===== config.mk =====
export PLATFORM = sky130hd
export DESIGN_NAME = ram32_client_ctrl
export DESIGN_NICKNAME = d
export VERILOG_FILES = /design/src/rtl/ram32_client_ctrl_pkg.sv /design/src/rtl/ram32_client_ctrl.sv
export SDC_FILE = /design/constraint.sdc
export NUM_CORES = 1
export LEC_CHECK = 0
export ABC_AREA = 1
export ABC_CLOCK_PERIOD_IN_PS = 3500
export CELL_PAD_IN_SITES_DETAIL_PLACEMENT = 0
export CELL_PAD_IN_SITES_GLOBAL_PLACEMENT = 1
export CORE_ASPECT_RATIO = 1.2
export CORE_MARGIN = 2
export CORE_UTILIZATION = 23
export DETAILED_ROUTE_END_ITERATION = 16
export GPL_TIMING_DRIVEN = 0
export PLACE_DENSITY = 0.95
export SYNTH_ARGS = -nofsm -noshare
export SYNTH_HDL_FRONTEND = slang
export SYNTH_SLANG_ARGS = --single-unit

===== constraint.sdc =====
create_clock -name clk -period 3.5 [get_ports clk]
set_input_delay 0.7 -clock clk [delete_from_list [all_inputs] [get_ports clk]]
set_output_delay 0.7 -clock clk [all_outputs]
set_load 0.005 [all_outputs]

===== src/rtl/ram32_client_ctrl_pkg.sv =====
// Shared types and helpers for the 32-entry 64-bit 1RW1R register RAM client controller.
// Holds the data geometry, the controller state encoding and the byte-lane merge.
package ram32_client_ctrl_pkg;

   localparam int RAM_DATA_W = 64;
   localparam int RAM_BYTES  = 8;

   typedef enum logic {
      ST_INIT = 1'b0,
      ST_RUN  = 1'b1
   } ctrl_state_t;

   // Byte lanes with sel set come from new_data, the rest from old_data.
   function automatic logic [RAM_DATA_W-1:0] byte_merge(
      input logic [RAM_BYTES-1:0]  sel,
      input logic [RAM_DATA_W-1:0] new_data,
      input logic [RAM_DATA_W-1:0] old_data
   );
      logic [RAM_DATA_W-1:0] merged;
      merged = old_data;
      for (int i = 0; i < RAM_BYTES; i++) begin
         if (sel[i]) merged[8*i +: 8] = new_data[8*i +: 8];
      end
      return merged;
   endfunction

endpackage


===== src/rtl/ram32_client_ctrl.sv =====
// Requester-side controller for the 1RW1R register RAM macro: zero-fills the array after
// reset, then maps write/read requests onto macro ports 0/1 with a same-address read bypass.
module ram32_client_ctrl
   import ram32_client_ctrl_pkg::*;
#(
   parameter int BITS = 5
) (
   input  logic                  clk,
   input  logic                  rst,
   input  logic                  wr_valid,
   output logic                  wr_ready,
   input  logic [BITS-1:0]       wr_addr,
   input  logic [RAM_BYTES-1:0]  wr_sel,
   input  logic [RAM_DATA_W-1:0] wr_data,
   input  logic                  rd_valid,
   output logic                  rd_ready,
   input  logic [BITS-1:0]       rd_addr,
   output logic                  rd_resp_valid,
   output logic [RAM_DATA_W-1:0] rd_resp_data,
   output logic                  init_done,
   output logic                  ram_en0,
   output logic [BITS-1:0]       ram_a0,
   output logic [RAM_BYTES-1:0]  ram_we0,
   output logic [RAM_DATA_W-1:0] ram_di0,
   output logic                  ram_en1,
   output logic [BITS-1:0]       ram_a1,
   input  logic [RAM_DATA_W-1:0] ram_do1
);

   // Handshake: a request transfers in any cycle where valid & ready are both high.
   // Ready depends only on state (never on valid); the response has no backpressure.
   ctrl_state_t           state, state_n;
   logic [BITS-1:0]       count, count_n;
   logic                  wr_acc, rd_acc;
   logic                  byp_hit;
   logic [RAM_BYTES-1:0]  byp_sel;
   logic [RAM_DATA_W-1:0] byp_data;

   assign wr_acc = (state == ST_RUN) && wr_valid;
   assign rd_acc = (state == ST_RUN) && rd_valid;

   always_comb begin
      state_n  = state;
      count_n  = count;
      wr_ready = 1'b0;
      rd_ready = 1'b0;
      ram_en0  = 1'b0;
      ram_a0   = '0;
      ram_we0  = '0;
      ram_di0  = '0;
      ram_en1  = 1'b0;
      ram_a1   = '0;
      case (state)
         ST_INIT: begin
            ram_en0 = 1'b1;
            ram_a0  = count;
            ram_we0 = '1;
            count_n = count + 1'b1;
            if (count == {BITS{1'b1}}) state_n = ST_RUN;
         end
         ST_RUN: begin
            wr_ready = 1'b1;
            rd_ready = 1'b1;
            if (wr_valid) begin
               ram_en0 = 1'b1;
               ram_a0  = wr_addr;
               ram_we0 = wr_sel;
               ram_di0 = wr_data;
            end
            if (rd_valid) begin
               ram_en1 = 1'b1;
               ram_a1  = rd_addr;
            end
         end
         default: state_n = ST_INIT;
      endcase
   end

   always_ff @(posedge clk) begin
      if (rst) begin
         state         <= ST_INIT;
         count         <= '0;
         init_done     <= 1'b0;
         rd_resp_valid <= 1'b0;
         byp_hit       <= 1'b0;
         byp_sel       <= '0;
         byp_data      <= '0;
      end else begin
         state         <= state_n;
         count         <= count_n;
         if (state == ST_INIT && state_n == ST_RUN) init_done <= 1'b1;
         rd_resp_valid <= rd_acc;
         // The macro returns pre-write data on a same-address collision, so keep the write.
         byp_hit       <= wr_acc && rd_acc && (wr_addr == rd_addr);
         byp_sel       <= wr_sel;
         byp_data      <= wr_data;
      end
   end

   assign rd_resp_data = rd_resp_valid
                         ? byte_merge(byp_hit ? byp_sel : '0, byp_data, ram_do1)
                         : '0;

endmodule


=== Word level (Yosys, flattened, before mapping) ===
Cells that the tools add are included.

* Bits in registers: 81
* Input port bits: 150
* Output and inout bits: 152
* Word-level logic and storage cells: 41

* Add/subtract/negate cells: 1
* Equal/unequal tests: 2
* Muxes and demuxes: 25
* Bitwise gates (word level): 1
* Reductions and logical operators: 5

{| class="wikitable"
|+ Operator list
! cell !! count
|-
| 64-bit two-way mux || 3
|-
| 8-bit two-way mux || 10
|-
| 8-bit one-hot mux with 2 select lines || 1
|-
| 5-bit two-way mux || 3
|-
| 5-bit one-hot mux with 2 select lines || 1
|-
| 1-bit two-way mux || 6
|-
| 5-bit by 1-bit adder with 5-bit output, second input constant || 1
|-
| 5-bit equality test || 1
|-
| 5-bit equality test, second input constant || 1
|-
| 1-bit logical AND || 5
|-
| 1-bit one-hot mux with 2 select lines || 1
|-
| 1-bit inverter || 1
|}

=== Longest topological paths before layout ===
Gate-level depths: netlist (run 1).

* Word-level depth: 4
* Mapped depth: 7
* Depth with buffers taken out: 6

=== Worst setup path after synthesis (run 1) ===
Ideal clock, no wire load.

* Kind: input port to output port
* From: in wr_valid
* To: out ram_di0[53]
* Arrival time: 1129 ps
* Data required time: 2800 ps
* Path slack: 1671 ps
* Stages on the path: 4
* Path buffers: 2
* Cell sequence: nand2_2 buf_6 buf_6 nor2_2

* Longest elaborated chain between the ends: 2

{| class="wikitable"
|+ Ends and longest elaborated chain
! element !! line !! RTL
|-
| start: declaration || ram32_client_ctrl.sv:10 || <nowiki>input logic wr_valid,</nowiki>
|-
| 64-bit two-way mux || ram32_client_ctrl.sv:64 || <nowiki>if (wr_valid) begin</nowiki>
|-
| 64-bit two-way mux || ram32_client_ctrl.sv:53 || <nowiki>case (state)</nowiki>
|-
| end: declaration || ram32_client_ctrl.sv:24 || <nowiki>output logic [RAM_DATA_W-1:0] ram_di0,</nowiki>
|}

No other way between the ends.

=== Worst setup path after layout (run 1) ===
* From: in wr_valid
* To: out ram_di0[56]

Same word-level chain as after synthesis.

==> results of run 1 <==
==> cell type report <==
cell class | count | area [sq um] | area share (%)
plain buffers | 27 | 148 | 2.00
clock buffers | 11 | 243 | 3.28
clock inverters | 4 | 20.0 | 0.271
inverters | 102 | 383 | 5.18
multi-input cells | 402 | 1700 | 23.0
flip-flops and latches | 81 | 1620 | 21.9
well taps | 212 | 265 | 3.59
repair buffers | 301 | 3010 | 40.8
==> sequential cells by signal, indices dropped and copies added (netlist names) <==
name           count
byp_sel            8
count              5
rd_resp_valid      1
state              1
init_done          1
byp_hit            1
byp_data          64
==> per-stage QoR <==
stage | std cells | power [mW] | cell area (sq um) | hold slack [ns] | worst slack, ns
CTS | 1140 | 2.15 | 7390 | 0.485 | 0.385
finish | 1140 | 2.12 | 7390 | 0.484 | 0.449
global placement | 1125 | 1.28 | 7130 | 0.457 | 0.428
floorplan | 612 | 1.09 | 3850 | 0.460 | 1.67
global route | 1140 | 2.23 | 7390 | 0.533 | 0.325
detailed placement | 1125 | 1.29 | 7130 | 0.468 | 0.393
==> power groups by stage <==
stage,sequential (mW),combinational [mW],clock (mW)
2_1_floorplan,0.998,0.0880,0
3_3_place_gp,1.00,0.281,0
3_5_place_dp,1.00,0.285,0
4_1_cts,0.981,0.286,0.879
5_1_grt,0.985,0.314,0.927
6_report,0.981,0.283,0.851
==> per-layer routing <==
layer	share of wire, %	global-route usage [%]	up-vias	routed length (um)
met5	0	0	-	0
li1	-	-	2442	-
met1	40	19.8	2044	6350
met2	51	30.5	155	7940
met4	3.3	7.76	0	519
met3	5.7	3.64	32	888
==> cell usage after synthesis <==
master / n
sky130_fd_sc_hd__a21oi_1: 5
sky130_fd_sc_hd__buf_2: 13
sky130_fd_sc_hd__buf_4: 4
sky130_fd_sc_hd__buf_6: 2
sky130_fd_sc_hd__clkbuf_1: 8
sky130_fd_sc_hd__dfxtp_1: 81
sky130_fd_sc_hd__ha_1: 2
sky130_fd_sc_hd__inv_1: 94
sky130_fd_sc_hd__inv_2: 8
sky130_fd_sc_hd__nand2_1: 20
sky130_fd_sc_hd__nand2_2: 8
sky130_fd_sc_hd__nand2_4: 1
sky130_fd_sc_hd__nand3_1: 3
sky130_fd_sc_hd__nor2_1: 270
sky130_fd_sc_hd__nor2_2: 10
sky130_fd_sc_hd__nor3_1: 3
sky130_fd_sc_hd__o21ai_0: 65
sky130_fd_sc_hd__o21ai_1: 11
sky130_fd_sc_hd__o22ai_1: 4
==> worst paths after layout <==
check	start	to	cells after the start	slack, ns
max	wr_valid	ram_di0[56]	6	0.45
min	init_done	init_done	2	0.48
max reg2reg	state	count[1]	3	2.18
min reg2reg	init_done	init_done	2	0.48
==> cells by family after synthesis <==
group | count (synthesis) | synth area share [%]
buf+inv | 129 | 13.8
compound gates | 85 | 11.2
fa+ha+maj | 2 | 0.650
flops | 81 | 42.1
simple gates | 315 | 32.3
==> worst register-to-register path, delay by kind of cell, from the launching register on <==
kind	cells	cell delay, ns
flops	1	0.38
buf+inv	2	0.68
compound gates	1	0.12
==> metrics.log, run 1 <==
INFO  metric run_status = complete, no violations
INFO  metric number_of_core_rows = between 50 and 60
INFO  metric synth_area = about 0.0038 sq mm
INFO  metric final_core_util = 45.2%
INFO  metric cts_root_buf = sky130_fd_sc_hd__clkbuf_16
INFO  metric switching_power = about 0.47 mW
INFO  metric avgSynthCellArea = roughly 6.3 sq um
INFO  metric period_needed = between 3 and 4 ns
INFO  metric cp.arrival = roughly 2.4 ns
INFO  metric mappedNetlistNets = about 760
INFO  metric clockPowerShare = about two fifths
INFO  metric path_delay_family = buffers and inverters
INFO  metric grt_pass1_vias = 4,432
INFO  metric initial_core_util = a little under a quarter
INFO  metric critPathMaxFanout = 10
INFO  metric grt_start_max_net_pins = 13
INFO  metric num_antenna_cells = 0
INFO  metric internal_power = around 1.6 mW
INFO  metric grt_pass1_wl = roughly 24 mm
INFO  metric first_pass_iters = 4
INFO  metric die_area = about 0.018 sq mm
INFO  metric skew = ~0.0028 ns
INFO  metric dr_total_vias = between 4,000 and 5,000
INFO  metric fp.dieH = roughly 150 um
INFO  metric place.port_buffers = 301
INFO  metric routed_wire_length_per_instance = about 14 um
INFO  metric drive_gt1_share = 6.47%
INFO  metric final.fill_count = 1,709
INFO  metric layout-area-overhead-vs-synth = 92.0%
INFO  metric die_x = approximately 120 um
INFO  metric cp.buffers_inverters = 4
INFO  metric cp-start-kind = input pin
INFO  metric ordered_list_of_cells_on_the_worst_path = clkdlybuf4s50_1, nand2_2, buf_6, buf_6, nor2_2, clkdlybuf4s50_1
INFO  metric max-slew-margin-rel = 58.5%
INFO  metric cts_buffer_depth = 2
INFO  metric crit_path_max_incr_delay = between 0.5 and 0.6 ns
INFO  metric cts_inserted_buffers = 9
INFO  metric p_leak = 3.27 nW
INFO  metric power.share.switching = between 20% and 30%
INFO  metric cellPowerDensity = between 200 and 300 mW/mm^2
INFO  metric syn_inst = 612
INFO  metric cts_post_setup_buffers_inserted = 0
INFO  metric worstMarginPinSlew = 0.623 ns
INFO  metric yosysUniqueCellTypes = 19
INFO  metric combPwrFrac = approximately 13%
INFO  metric hold_viol = 0
INFO  metric final_critical_path_share_of_the_clock_period = ~87%
INFO  metric yosys_warnings = 0
INFO  metric timing.hold.worst.class = reg -> reg
INFO  metric htreeDepth = 3
INFO  metric leading_cell_types_in_the_layout_fill_and_taps_excluded = sky130_fd_sc_hd__clkdlybuf4s50_1, sky130_fd_sc_hd__nor2_1, sky130_fd_sc_hd__inv_1
INFO  metric post_cts.resized_instances = 0
INFO  metric data_required_critical_path = roughly 2.8 ns
INFO  metric setup-tns-final = 0 ns
INFO  metric leading_cell_types_by_total_area_after_synthesis = sky130_fd_sc_hd__dfxtp_1, sky130_fd_sc_hd__nor2_1, sky130_fd_sc_hd__inv_1
INFO  metric final_slew_violations = 0
INFO  metric ys_seq_area_share = ~42%
INFO  metric synth_largest_area_cell = sky130_fd_sc_hd__dfxtp_1
INFO  metric class_of_the_most_critical_setup_path = in -> out
INFO  metric synth_register_bits = just over 80
INFO  metric coreArea = roughly 0.016 sq mm
INFO  metric dp.final_hpwl = approximately 13 mm
INFO  metric overall_fraction_of_global_route_tracks_in_use = 17.3%
INFO  metric antenna_violating_nets_post_route = 0
INFO  metric design.final.nets = between 1,000 and 1,500
INFO  metric via_per_inst = between 4 and 5
INFO  metric clk_pin_slew = around 0.05 ns
INFO  metric cts_tree = yes
INFO  metric worst_setup_path_end_kind = output pin
INFO  metric layout_commonest_cell = sky130_fd_sc_hd__clkdlybuf4s50_1
INFO  metric numClockSinks = between 80 and 90
INFO  metric totalWireLength = roughly 16 mm
INFO  metric cts_hold_buf = 0
INFO  metric power.share.sequential = between 40 and 50%
INFO  metric rsz0062_at_grt = no
INFO  metric drt_first_iter_violations = 124
INFO  metric clkLatencyLatePin = roughly 0.34 ns
INFO  metric max_cap_viol_count = 0
INFO  metric initial_antenna_violation_count = 0
INFO  metric setup_violations = 0
INFO  metric ios = 302
INFO  metric cp_slowest_cell = sky130_fd_sc_hd__clkdlybuf4s50_1
INFO  metric upper_clock_frequency_limit = approximately 330 MHz
INFO  metric synth_top_area_share = 42.1%
INFO  metric route.detailed.drc = 0
INFO  metric gp_congestion = 0.863
INFO  metric ir_worst_vdd = about 0.18 mV
INFO  metric overflow_after_grt = 0
(Power assumes the default switching activity.)
==> run 2: changes to the inputs <==
- CTS_BUF_LIST: not set -> sky130_fd_sc_hd__clkbuf_4
==> metrics.log, run 2 (same netlist as run 1, synthesis figures left out) <==
INFO  metric skew = a little over 0.009 ns
INFO  metric antenna_violating_nets_post_route = 0
INFO  metric run_status = complete, no violations
INFO  metric ordered_list_of_cells_on_the_worst_path = clkdlybuf4s50_1, nand2_2, buf_6, buf_6, nor2_2, clkdlybuf4s50_1
INFO  metric hold_viol = 0
INFO  metric ir_worst_vdd = between 0.1 and 0.15 mV
INFO  metric number_of_core_rows = 51
INFO  metric dp.final_hpwl = 12.8 mm
INFO  metric reg_top3 = byp_data: 64 flops, byp_sel: 8 flops, count: 5 flops
INFO  metric layout-area-overhead-vs-synth = 87.8%
INFO  metric worstMarginPinSlew = roughly 0.64 ns
INFO  metric via_per_inst = 4.14
INFO  metric dr_total_vias = between 4,000 and 5,000
INFO  metric htreeDepth = 3
INFO  metric place.port_buffers = 301
INFO  metric coreArea = 0.0163 sq mm
INFO  metric cp.arrival = about 2.4 ns
INFO  metric cts_hold_buf = 0
INFO  metric clk_pin_slew = between 0.1 and 0.15 ns
INFO  metric fp.dieH = approximately 150 um
INFO  metric max-slew-margin-rel = a little under 60%
INFO  metric numClockSinks = between 80 and 90
INFO  metric final_critical_path_share_of_the_clock_period = roughly 87%
INFO  metric clkLatencyLatePin = 0.44 ns
INFO  metric critPathMaxFanout = 10
INFO  metric setup-tns-final = 0 ns
INFO  metric initial_core_util = a little under a quarter
INFO  metric worst_setup_path_end_kind = output pin
INFO  metric timing.hold.worst.class = reg -> reg
INFO  metric cp_slowest_cell = sky130_fd_sc_hd__clkdlybuf4s50_1
INFO  metric cts_post_setup_buffers_inserted = 0
INFO  metric die_area = around 0.018 sq mm
INFO  metric p_total = around 1.7 mW
INFO  metric gp_congestion = about 0.86
INFO  metric post_cts.resized_instances = 0
INFO  metric overall_fraction_of_global_route_tracks_in_use = 17.3%
INFO  metric totalWireLength = ~16 mm
INFO  metric routed_wire_length_per_instance = between 10 and 15 um
INFO  metric data_required_critical_path = around 2.8 ns
INFO  metric rsz0062_at_grt = no
INFO  metric cts_tree = yes
INFO  metric grt_pass1_wl = 23.6 mm
INFO  metric drive_gt1_share = approximately 6.5%
INFO  metric crit_path_max_incr_delay = between 0.5 and 0.6 ns
INFO  metric first_pass_iters = 4
INFO  metric overflow_after_grt = 0
INFO  metric initial_antenna_violation_count = 1
INFO  metric grt_start_max_net_pins = 13
INFO  metric design.final.nets = roughly 1,100
INFO  metric cellPowerDensity = between 200 and 250 mW/mm^2
INFO  metric grt_pass1_vias = about 4,400
INFO  metric route.detailed.drc = 0
INFO  metric ios = 302
INFO  metric period_needed = ~3 ns
INFO  metric drt_first_iter_violations = 120
INFO  metric cts_root_buf = sky130_fd_sc_hd__clkbuf_4
INFO  metric die_x = 122 um
INFO  metric p_leak = between 3 and 4 nW
INFO  metric cts_buffer_depth = 2
INFO  metric max_cap_viol_count = 0
INFO  metric cts_inserted_buffers = 9
INFO  metric top_register = byp_data
INFO  metric class_of_the_most_critical_setup_path = in -> out
INFO  metric final_slew_violations = 0
INFO  metric cp-start-kind = input pin
INFO  metric number_of_flip_flops_under_the_largest_register_name = 64
INFO  metric layout_commonest_cell = sky130_fd_sc_hd__clkdlybuf4s50_1
INFO  metric upper_clock_frequency_limit = roughly 330 MHz
INFO  metric leading_cell_types_in_the_layout_fill_and_taps_excluded = sky130_fd_sc_hd__clkdlybuf4s50_1, sky130_fd_sc_hd__nor2_1, sky130_fd_sc_hd__inv_1
INFO  metric setup_violations = 0
INFO  metric final.fill_count = about 1,700
==> run 2: area by class of cell <==
cell class | count | area (sq um) | share of cell area, %
inverters | 102 | 383 | 5.30
well taps | 212 | 265 | 3.67
clock inverters | 5 | 23.8 | 0.329
multi-input cells | 402 | 1700 | 23.5
repair buffers | 301 | 3010 | 41.7
plain buffers | 27 | 148 | 2.04
diodes | 1 | 2.50 | 0.0346
flip-flops and latches | 81 | 1620 | 22.4
clock buffers | 10 | 75.1 | 1.04
==> run 2: path summary, 6_finish.rpt <==
| kind | from | to | slack (ns) | cells past startpoint |
|---|---|---|---|---|
| worst max-delay path | wr_valid | ram_di0[56] | 0.45 | 6 |
| worst min-delay path | init_done | init_done | 0.50 | 2 |
| worst max register to register | state | count[1] | 2.16 | 3 |
| worst min register to register | init_done | init_done | 0.50 | 2 |
==> run 2: where the power goes <==
part | switching [mW] | internal (mW)
clock | 0.320 | 0.143
combinational | 0.0994 | 0.184
sequential | 0.0119 | 0.968
total | 0.431 | 1.30
==> run 2: critical path: cells and delay by family <==
| family | cells | cell delay [ns] |
|---|---|---|
| buffers and inverters | 4 | 1.38 |
| and+or+nand+nor | 2 | 0.27 |
==> run 2: routing by layer <==
layer | up-vias | track usage (%) | wire length (um)
li1 | 2444 | - | -
met4 | 0 | 7.36 | 511
met2 | 166 | 30.4 | 7910
met3 | 38 | 4.23 | 964
met1 | 2079 | 19.6 | 6330
met5 | - | 0 | 0
==> run 2: stage by stage <==
stage	setup slack, ns	util (%)	area [sq um]	cells	hold slack, ns
floorplan	1.67	-	3850	612	0.460
global placement	0.428	43.6	7130	1125	0.457
finish	0.450	44.3	7230	1141	0.502
global route	0.325	44.3	7230	1141	0.551
CTS	0.385	44.2	7230	1140	0.501
detailed placement	0.393	43.6	7130	1125	0.468
